===== src/rtl/ps2_command_sender_pkg.sv =====
// Shared PS/2 host-transmit definitions: FSM states, frame slot numbers, default timing.
package ps2_command_sender_pkg;

  typedef enum logic [2:0] {
    S_IDLE,
    S_INHIBIT,
    S_REQ,
    S_SHIFT,
    S_ACK,
    S_WAIT_IDLE,
    S_DONE,
    S_ERR
  } state_t;

  // Frame slot numbers, indexed by device falling-edge count
  localparam int unsigned SLOT_START  = 0;
  localparam int unsigned SLOT_PARITY = 9;
  localparam int unsigned SLOT_STOP   = 10;
  localparam int unsigned SLOT_ACK    = 11;

  localparam int unsigned BIT_CNT_W = 4;
  localparam int unsigned FRAME_W   = 9;

  // 50 MHz defaults, also used by receiver-side blocks
  localparam int unsigned DEF_INHIBIT_CYCLES = 6000;
  localparam int unsigned DEF_FIRST_TIMEOUT  = 750000;
  localparam int unsigned DEF_BIT_TIMEOUT    = 100000;

  function automatic logic odd_parity(input logic [7:0] data);
    return ~^data;
  endfunction

endpackage


===== src/rtl/ps2_command_sender_line_sync.sv =====
// Two-flop synchronizer for one PS/2 pad plus a falling-edge detector on the synced level.
module ps2_command_sender_line_sync (
  input  logic clk,
  input  logic reset,
  input  logic line,
  output logic level,
  output logic fall_c
);

  logic meta;
  logic prev;

  // Reset to the idle-high line level so no spurious fall appears after reset
  always_ff @(posedge clk) begin
    if (reset) begin
      meta  <= 1'b1;
      level <= 1'b1;
      prev  <= 1'b1;
    end else begin
      meta  <= line;
      level <= meta;
      prev  <= level;
    end
  end

  assign fall_c = prev & ~level;

endmodule


===== src/rtl/ps2_command_sender.sv =====
// PS/2 host-to-device command transmitter: inhibit, request-to-send, clock out 8 data bits,
// odd parity and stop on device clock falls, then check the device ACK.
module ps2_command_sender
  import ps2_command_sender_pkg::*;
#(
  parameter int unsigned INHIBIT_CYCLES = DEF_INHIBIT_CYCLES,
  parameter int unsigned FIRST_TIMEOUT  = DEF_FIRST_TIMEOUT,
  parameter int unsigned BIT_TIMEOUT    = DEF_BIT_TIMEOUT
) (
  input  logic       CLOCK_50,
  input  logic       reset,
  input  logic [7:0] cmd_data,
  input  logic       cmd_send,
  input  logic       ps2_clk_in,
  input  logic       ps2_dat_in,
  output logic       clk_oe,
  output logic       dat_oe,
  output logic       busy,
  output logic       cmd_done,
  output logic       cmd_error
);

  localparam int unsigned MAX_TO = (FIRST_TIMEOUT > BIT_TIMEOUT) ? FIRST_TIMEOUT : BIT_TIMEOUT;
  localparam int unsigned MAX_T  = (MAX_TO > INHIBIT_CYCLES) ? MAX_TO : INHIBIT_CYCLES;
  localparam int unsigned CNT_W  = (MAX_T > 2) ? $clog2(MAX_T) : 1;

  logic clk_sync, clk_fall, dat_sync, dat_fall_unused;

  ps2_command_sender_line_sync u_clk_sync (
    .clk    (CLOCK_50),
    .reset  (reset),
    .line   (ps2_clk_in),
    .level  (clk_sync),
    .fall_c (clk_fall)
  );

  ps2_command_sender_line_sync u_dat_sync (
    .clk    (CLOCK_50),
    .reset  (reset),
    .line   (ps2_dat_in),
    .level  (dat_sync),
    .fall_c (dat_fall_unused)
  );

  state_t               state, state_d;
  logic [CNT_W-1:0]     cnt, cnt_d;
  logic [BIT_CNT_W-1:0] bit_cnt, bit_cnt_d;
  logic [FRAME_W-1:0]   sh, sh_d;
  logic                 clk_oe_d, dat_oe_d, busy_d, done_d, error_d;
  logic                 go_err, timeout_c;

  assign timeout_c = (state == S_REQ) ? (cnt == CNT_W'(FIRST_TIMEOUT - 1))
                                      : (cnt == CNT_W'(BIT_TIMEOUT - 1));

  always_ff @(posedge CLOCK_50) begin
    if (reset) begin
      state     <= S_IDLE;
      cnt       <= '0;
      bit_cnt   <= '0;
      sh        <= '0;
      clk_oe    <= 1'b0;
      dat_oe    <= 1'b0;
      busy      <= 1'b0;
      cmd_done  <= 1'b0;
      cmd_error <= 1'b0;
    end else begin
      state     <= state_d;
      cnt       <= cnt_d;
      bit_cnt   <= bit_cnt_d;
      sh        <= sh_d;
      clk_oe    <= clk_oe_d;
      dat_oe    <= dat_oe_d;
      busy      <= busy_d;
      cmd_done  <= done_d;
      cmd_error <= error_d;
    end
  end

  // Next state and next registered outputs; sh holds {parity, data} and shifts out LSB first
  always_comb begin
    state_d   = state;
    cnt_d     = cnt + CNT_W'(1);
    bit_cnt_d = bit_cnt;
    sh_d      = sh;
    clk_oe_d  = clk_oe;
    dat_oe_d  = dat_oe;
    busy_d    = busy;
    done_d    = 1'b0;
    error_d   = 1'b0;
    go_err    = 1'b0;

    case (state)
      S_IDLE: begin
        cnt_d    = '0;
        clk_oe_d = 1'b0;
        dat_oe_d = 1'b0;
        busy_d   = 1'b0;
        if (cmd_send) begin
          sh_d      = {odd_parity(cmd_data), cmd_data};
          bit_cnt_d = BIT_CNT_W'(SLOT_START);
          busy_d    = 1'b1;
          clk_oe_d  = 1'b1;
          state_d   = S_INHIBIT;
        end
      end

      S_INHIBIT: begin
        if (cnt == CNT_W'(INHIBIT_CYCLES - 1)) begin
          cnt_d    = '0;
          clk_oe_d = 1'b0;
          dat_oe_d = 1'b1;
          state_d  = S_REQ;
        end
      end

      // Each device fall presents the next slot: data 1..8, parity 9, released stop 10
      S_REQ, S_SHIFT: begin
        if (clk_fall) begin
          bit_cnt_d = bit_cnt + BIT_CNT_W'(1);
          cnt_d     = '0;
          sh_d      = {1'b1, sh[FRAME_W-1:1]};
          dat_oe_d  = (bit_cnt_d <= BIT_CNT_W'(SLOT_PARITY)) ? ~sh[0] : 1'b0;
          state_d   = (bit_cnt_d == BIT_CNT_W'(SLOT_STOP)) ? S_ACK : S_SHIFT;
        end else if (timeout_c) begin
          go_err = 1'b1;
        end
      end

      S_ACK: begin
        if (clk_fall) begin
          bit_cnt_d = bit_cnt + BIT_CNT_W'(1);
          cnt_d     = '0;
          if (!dat_sync && bit_cnt_d == BIT_CNT_W'(SLOT_ACK)) begin
            state_d = S_WAIT_IDLE;
          end else begin
            go_err = 1'b1;
          end
        end else if (timeout_c) begin
          go_err = 1'b1;
        end
      end

      S_WAIT_IDLE: begin
        if (clk_sync && dat_sync) begin
          state_d = S_DONE;
          done_d  = 1'b1;
        end else if (clk_fall) begin
          cnt_d = '0;
        end else if (timeout_c) begin
          go_err = 1'b1;
        end
      end

      S_DONE, S_ERR: begin
        busy_d  = 1'b0;
        state_d = S_IDLE;
      end

      default: state_d = S_IDLE;
    endcase

    if (go_err) begin
      state_d  = S_ERR;
      error_d  = 1'b1;
      clk_oe_d = 1'b0;
      dat_oe_d = 1'b0;
    end
  end

endmodule


===== config.mk =====
export PLATFORM = sky130hd
export DESIGN_NAME = ps2_command_sender
export DESIGN_NICKNAME = d
export VERILOG_FILES = /design/src/rtl/ps2_command_sender_pkg.sv /design/src/rtl/ps2_command_sender_line_sync.sv /design/src/rtl/ps2_command_sender.sv
export SDC_FILE = /design/constraint.sdc
export NUM_CORES = 1
export LEC_CHECK = 0
export CAP_MARGIN = 40
export CORE_MARGIN = 2
export CORE_UTILIZATION = 25
export CTS_CLUSTER_SIZE = 30
export DETAILED_ROUTE_END_ITERATION = 8
export DONT_BUFFER_PORTS = 1
export PLACE_DENSITY = 0.48
export SLEW_MARGIN = 10
export SYNTH_ARGS = -nofsm -noshare
export SYNTH_HDL_FRONTEND = slang
export SYNTH_HIERARCHICAL = 1
export SYNTH_SLANG_ARGS = --single-unit

===== constraint.sdc =====
create_clock -name CLOCK_50 -period 3.81 [get_ports CLOCK_50]
set_clock_uncertainty 0.15 [all_clocks]
set_input_delay 0.9525 -clock CLOCK_50 [delete_from_list [all_inputs] [get_ports CLOCK_50]]
set_output_delay 0.9525 -clock CLOCK_50 [all_outputs]
set_load 0.005 [all_outputs]

# Yosys cells after proc, flatten, opt, wreduce, memory -nomap -nowiden
# Index checks and enable logic that the tools add are counted.
[totals] regBits=46
[op_classes] n_addsub=2 magnitude_cmp=1 n_eq_ne=22 n_mux=36 n_bitwise=4 reduce_logical=20
[op_table] cell="$pmux 20 s4" n=1
[op_table] cell="$mux 20" n=3
[op_table] cell="$mux 3" n=8
[op_table] cell="$add 20x1->20 const B" n=1
[op_table] cell="$eq 20x13->1 const B" n=1
[op_table] cell="$eq 20x17->1 const B" n=1
[op_table] cell="$eq 20x20->1 const B" n=1
[op_table] cell="$mux 9" n=2
[op_table] cell="$ne 3x3->1 const B" n=6
[op_table] cell="$pmux 3 s6" n=1
[op_table] cell="$pmux 9 s2" n=1
[op_table] cell="$mux 1" n=13
[op_table] cell="$eq 3x3->1 const B" n=4
[op_table] cell="$reduce_and 3->1" n=3
[op_table] cell="$eq 4x4->1 const B" n=2
[op_table] cell="$mux 4" n=2
[op_table] cell="$pmux 4 s2" n=1
[op_table] cell="$reduce_bool 2->1" n=4
[op_table] cell="$reduce_or 2->1" n=4
[op_table] cell="$reduce_xnor 8->1" n=1
[op_table] cell="$eq 3x2->1 const B" n=2
[op_table] cell="$ne 2x2->1 const B" n=3
[op_table] cell="$pmux 1 s3" n=2
[op_table] cell="$reduce_and 6->1" n=1
[op_table] cell="other kinds (13)" n=17

# Longest topological paths before layout
# Gate-level depths: netlist (run 1).
[logic_depth] word_depth=8 mapped_depth=7

# Hierarchy
# The synthesis (run 1) kept the hierarchy.
[modules_own_cells] module="ps2_command_sender" instances=1 cells_each=266 area_per_inst_um2=2193.4 seq_area_each_um2=820.8
[modules_own_cells] module="ps2_command_sender_line_sync" instances=2 cells_each=7 area_per_inst_um2=85.1 seq_area_each_um2=60.1

# Least setup slack after synthesis (run 1)
# OpenSTA, ideal clock, no wires.
[synth_path] kind="input port to flip-flop" startpoint="input port cmd_send" endpoint="register bit_cnt[3]" setup_time_ps=71 arrival_ps=2380 t_required_ps=3589 slack_ps=1209 stages=5 path_buffers=0 path_cell_list="or3b_1 > a21oi_2 > a31oi_1 > or4_1 > a21oi_1"
[synth_between] elab_chain_cells=2
[synth_rtl] element="from (decl)" line_no="ps2_command_sender.sv:13" rtl="input logic cmd_send,"
[synth_rtl] element="$ne 2x2->1 (no source line)"
[synth_rtl] element="$reduce_and 3->1 (no source line)"
[synth_rtl] element="to (signal assigned)" line_no="ps2_command_sender.sv:69" rtl="bit_cnt <= bit_cnt_d;"
[synth_rtl] element="to (decl)" line_no="ps2_command_sender.sv:47" rtl="logic [BIT_CNT_W-1:0] bit_cnt, bit_cnt_d;"
# Every way passes these cells.
# A chain may end at the register's enable or synchronous reset.

# Worst setup path after layout (run 1)
# Ends and elaborated chain as after synthesis.

==> impl_metrics.ini, run 1 <==
[clock_network]
cts_resized = 0
cts_root_buf = clkbuf_8
cts_buffer_depth = 2
clkLatencyLatePin_ns = 0.30
clkSinkCount = 46
cts_tree = yes
clk_pin_slew_ns = 0.09
cts_setup_buffers = 0
htree_levels = 2
cts_made_buffers = 5
cts_hold_buf = 0

[timing]
drv_slew = 0
fin_crit_sh_pct = 64.0
setup-tns-final_ns = 0
post-route-worst-setup-slack_ns = 1.37
finalHoldViolCount = 0
finalCriticalPeriod_ns = 2.44
worst_pin_slew_ns = 0.751
grt_setup_unrepaired = false
fmax_ghz = 0.410
max_slew_margin_pct = 49.8
setup_viol = 0

[min_path]
min_to = u_clk_sync/level$_SDFF_PP1_
hold_start = u_clk_sync/meta$_SDFF_PP1_
hold_depth = 1
min_path_type = register to register

[global_routing]
antenna_found_initial = 0
grt_usage_pct = 10.8
grt_pass1_vias = 1797
grt_max_degree = 25
grt_pass1_wl_mm = 8.78
grt_overflow_total = 0

[logic_synthesis]
syn_area_per_cell_um2 = 8.42
syn_inst = 277
syn_area_um2 = 2330
synth_warnings = 6
syn_nets = 295

[layout]
nNetsFinal = 294
final_area_um2 = 2540
syn2layout_area_growth_pct = 8.86
multi_input_area_um2 = 1330
drive_gt1_share_pct = 6.14
final_common_cell = dfxtp_1
fin_util_pct = 27.7
final_cell_mix = dfxtp_1 (46), nor2_1 (41), nand2_1 (30)
fill_cells = 969
ff_latch_area_um2 = 921
stdcell_count = 388
antenna_cells = 0

[power]
vdd_drop_max_v = 0.000166
p_leak_nw = 0.800
p_per_area_nw_per_um2 = 500

[worst_setup_path]
critPathArrivalTime_ns = 2.53
rr_worst_depth = 5
crit_fanout = 18
required_ns = 3.90
endpoint_kind = register
r2r_setup_slack_ns = 1.41
r2r_end = dat_oe$_SDFFE_PP0P_
critical_path_class = input pin to register
crit_family = simple AND/OR/NAND/NOR gates
critPathMaxStageDelay_ns = 0.57
crit_chain = or3b_1 -> a21oi_2 -> buf_4 -> a31oi_1 -> or4_1 -> a21oi_1
slowest_stage = or4_1
crit_buf_inv = 1
r2r-start = state[1]$_SDFFE_PP0P_
critPathLaunchType = input pin

[floorplan]
die_area_um2 = 10100
io_pins = 18
start_util_pct = 25.5
core-area_um2 = 9150
die_h_um = 101
rows = 35
die_w_um = 101

[placement]
io_buffers = 0
place_congestion = 0.839
dp_hpwl_mm = 3.62
place_area_um2 = 2440
dp_cells = 380
preCtsSetupSlack_ns = 1.07

[drt]
dr.pass1.iters = 4
drtAntennaViolNets = 0
num_vias = 1949
initialDrtViolationCount = 118
via_per_inst = 5.02
wire_per_inst_um = 13.0
wl_mm = 5.05
route.detailed.drc = 0

[flow_run]
max_cap_viol_count = 0

[run_status]
outcome = finished clean
metal layers:
metal  track usage [%]  wire (um)
met1              14.7       2500
met2              15.9       2130
met3              3.40        327
met4              3.90         86
met5                 0          0
registers in the layout, indices dropped and copies added, names as in the netlist, 3 cells and up:
signal / flops
bit_cnt: 4
cnt: 20
sh: 9
state: 3
layout make-up:
type	instances	share of cell area, %
multi-input combinational	212	52.4
sequential	46	36.3
tap	111	5.47
clock buffer	6	3.25
inverter	9	1.33
clock inverter	2	0.641
timing repair buffer	2	0.592
where the power goes:
part           internal, mW  total, mW  leakage, nW  switching, mW
sequential            0.537      0.599        0.375         0.0624
combinational         0.141      0.342        0.378          0.202
clock                 0.150      0.328       0.0478          0.178
total                 0.827       1.27        0.800          0.442
stage by stage:
step	power (mW)	hold WS [ns]
6_report	1.27	0.263
3_3_place_gp	0.956	0.239
3_5_place_dp	0.956	0.244
5_1_grt	1.37	0.282
2_1_floorplan	0.880	0.233
4_1_cts	1.29	0.267
worst max path at each step:
| stage | startpoint | endpoint | slack, ns | cells past startpoint |
|---|---|---|---|---|
| 6_report | cmd_send | bit_cnt[3]$_SDFFE_PP0P_ | 1.37 | 6 |
| 5_1_grt | state[1]$_SDFFE_PP0P_ | dat_oe$_SDFFE_PP0P_ | 1.14 | 5 |
| 4_1_cts | state[1]$_SDFFE_PP0P_ | dat_oe$_SDFFE_PP0P_ | 1.36 | 5 |
| 3_5_place_dp | cmd_send | bit_cnt[3]$_SDFFE_PP0P_ | 1.07 | 6 |
| 3_3_place_gp | cmd_send | bit_cnt[3]$_SDFFE_PP0P_ | 1.08 | 6 |
| 2_1_floorplan | cmd_send | bit_cnt[3]$_SDFFE_PP0P_ | 1.21 | 5 |
No activity file was read; power rests on OpenSTA's default activity.
==> inputs of run 2 (changes only) <==
==> constraint.sdc (replaced) <==
create_clock -name CLOCK_50 -period 2.4 [get_ports CLOCK_50]
set_clock_uncertainty 0.15 [all_clocks]
set_input_delay 0.6 -clock CLOCK_50 [delete_from_list [all_inputs] [get_ports CLOCK_50]]
set_output_delay 0.6 -clock CLOCK_50 [all_outputs]
set_load 0.005 [all_outputs]
==> run 2 against run 1 <==
Final cell count is 2.3% higher; sequential share of layout area is 1.1 points lower; worst setup slack worse by 1.2 ns; sequential cell count stayed put; non-clock buffer count is 9 higher; global-route usage is 0.14 points lower; sequential power is 53% higher; critical path type is now register to register; largest cell class unchanged.
==> impl_metrics.ini, run 2 (synthesized netlist as in run 1, its figures left out) <==
[drt]
drtAntennaViolNets = 0
wl_mm = 5.14
via_per_inst = 4.86
initialDrtViolationCount = 169
num_vias = 1930
dr.pass1.iters = 4
wire_per_inst_um = 12.9
route.detailed.drc = 0

[layout]
fin_util_pct = 28.6
syn2layout_area_growth_pct = 12.3
top_regs = cnt x20, sh x9, bit_cnt x4
final_common_cell = dfxtp_1
largest_register_ffs = 20
final_cell_mix = dfxtp_1 (46), nor2_1 (41), nand2_1 (30)
drive_gt1_share_pct = 9.44
fill_cells = 986
nNetsFinal = 303
regMostFlops = cnt
antenna_cells = 0

[timing]
drv_slew = 0
finalCriticalPeriod_ns = 2.21
setup-tns-final_ns = 0
fmax_ghz = 0.453
finalHoldViolCount = 0
worst_pin_slew_ns = 0.539
setup_viol = 0
max_slew_margin_pct = 63.9
fin_crit_sh_pct = 92.1
grt_setup_unrepaired = false

[placement]
io_buffers = 0
dp_hpwl_mm = 3.79
place_congestion = 0.869

[worst_setup_path]
critPathLaunchType = register
critical_path_class = register to register
critPathArrivalTime_ns = 2.25
endpoint_kind = register
required_ns = 2.44
crit_fanout = 20

[power]
vdd_drop_max_v = 0.000277
seqPwrFrac_pct = 44.6
power_switching_mw = 0.698
p_per_area_nw_per_um2 = 786
intPower_mw = 1.36
clkPwrFrac_pct = 24.3
combPwrFrac_pct = 31.0
sw_frac_of_total_pct = 33.9
p_leak_nw = 0.851

[global_routing]
grt_max_degree = 25
grt_pass1_vias = 1760
antenna_found_initial = 0
grt_pass1_wl_mm = 8.65
grt_usage_pct = 10.6
grt_overflow_total = 0

[clock_network]
cts_root_buf = clkbuf_8
cts_buffer_depth = 2
clkLatencyLatePin_ns = 0.30
clk_pin_slew_ns = 0.09
clkSinkCount = 46
cts_hold_buf = 0
cts_made_buffers = 5
htree_levels = 2
cts_tree = yes

[floorplan]
core-area_um2 = 9150
die_w_um = 101
rows = 35
start_util_pct = 25.5
die_area_um2 = 10100
die_h_um = 101
io_pins = 18

[run_status]
outcome = finished clean

[flow_run]
max_cap_viol_count = 0

[min_path]
min_path_type = input pin to register
## run 2: changes by cell type in the layout (fill, tap and decap cells not counted)
| cell | delta |
|---|---|
| buf_12 | +1 |
| buf_4 | +8 |
| clkinv_2 | +1 |
| inv_6 | -1 |
| o21ai_1 | -1 |
| o21ai_2 | +1 |
## run 2: timing repair
action | CTS | global route
buffers inserted | 0 | 0
resized for setup | 0 | 1
setup endpoints to repair | 0 | 20
## run 2: power groups by stage
stage / sequential (mW) / combinational, mW / clock, mW
final: 0.918 / 0.639 / 0.501
after global routing: 0.935 / 0.719 / 0.555
after CTS: 0.920 / 0.645 / 0.521
after detailed placement: 0.938 / 0.640 / 0
after global placement: 0.936 / 0.643 / 0
after floorplan: 0.917 / 0.481 / 0
## run 2: path summary, 6_finish.rpt
kind	start	endpoint	slack, ns	depth (start not counted)
setup reg to reg	cnt[6]$_SDFF_PP0_	cnt[3]$_SDFF_PP0_	0.19	6
hold reg to reg	u_dat_sync/meta$_SDFF_PP1_	u_dat_sync/level$_SDFF_PP1_	0.26	1
hold / removal	reset	sh[6]$_SDFFE_PP0P_	0.21	1
setup / recovery	cnt[6]$_SDFF_PP0_	cnt[3]$_SDFF_PP0_	0.19	6
## run 2: metal layers
layer,track usage [%],share of wire [%],vias up
met5,0,0,-
met4,3.79,1.8,0
met3,3.19,5.6,8
met2,15.8,45,45
met1,14.5,48,880
li1,-,-,997
## run 2: through the flow
| step | setup WS [ns] | hold WS, ns | std cells | instance area (um^2) | power [mW] |
|---|---|---|---|---|---|
| after global placement | 0.171 | 0.239 | 389 | 2520 | 1.58 |
| after CTS | 0.121 | 0.200 | 397 | 2610 | 2.09 |
| final | 0.190 | 0.211 | 397 | 2620 | 2.06 |
| after detailed placement | 0.140 | 0.237 | 389 | 2520 | 1.58 |
| after floorplan | 0.151 | 0.233 | 277 | 2330 | 1.40 |
| after global routing | 0.0191 | 0.192 | 397 | 2620 | 2.21 |
## run 2: critical path: stages, from the launching register on
cell and delay [ns]:
dfxtp_1 0.42, or3b_1 0.35, or4_1 0.43, o31a_1 0.32, o21ai_2 0.20, buf_12 0.17
nor2_1 0.06
## run 2: layout make-up
cell class / count / area [um^2] / area share [%]
inverter: 9 / 33.8 / 1.29
clock inverter: 2 / 12.5 / 0.478
clock buffer: 6 / 82.6 / 3.15
multi-input combinational: 212 / 1330 / 51.0
timing repair buffer: 11 / 95.1 / 3.63
sequential: 46 / 921 / 35.2
tap: 111 / 139 / 5.31
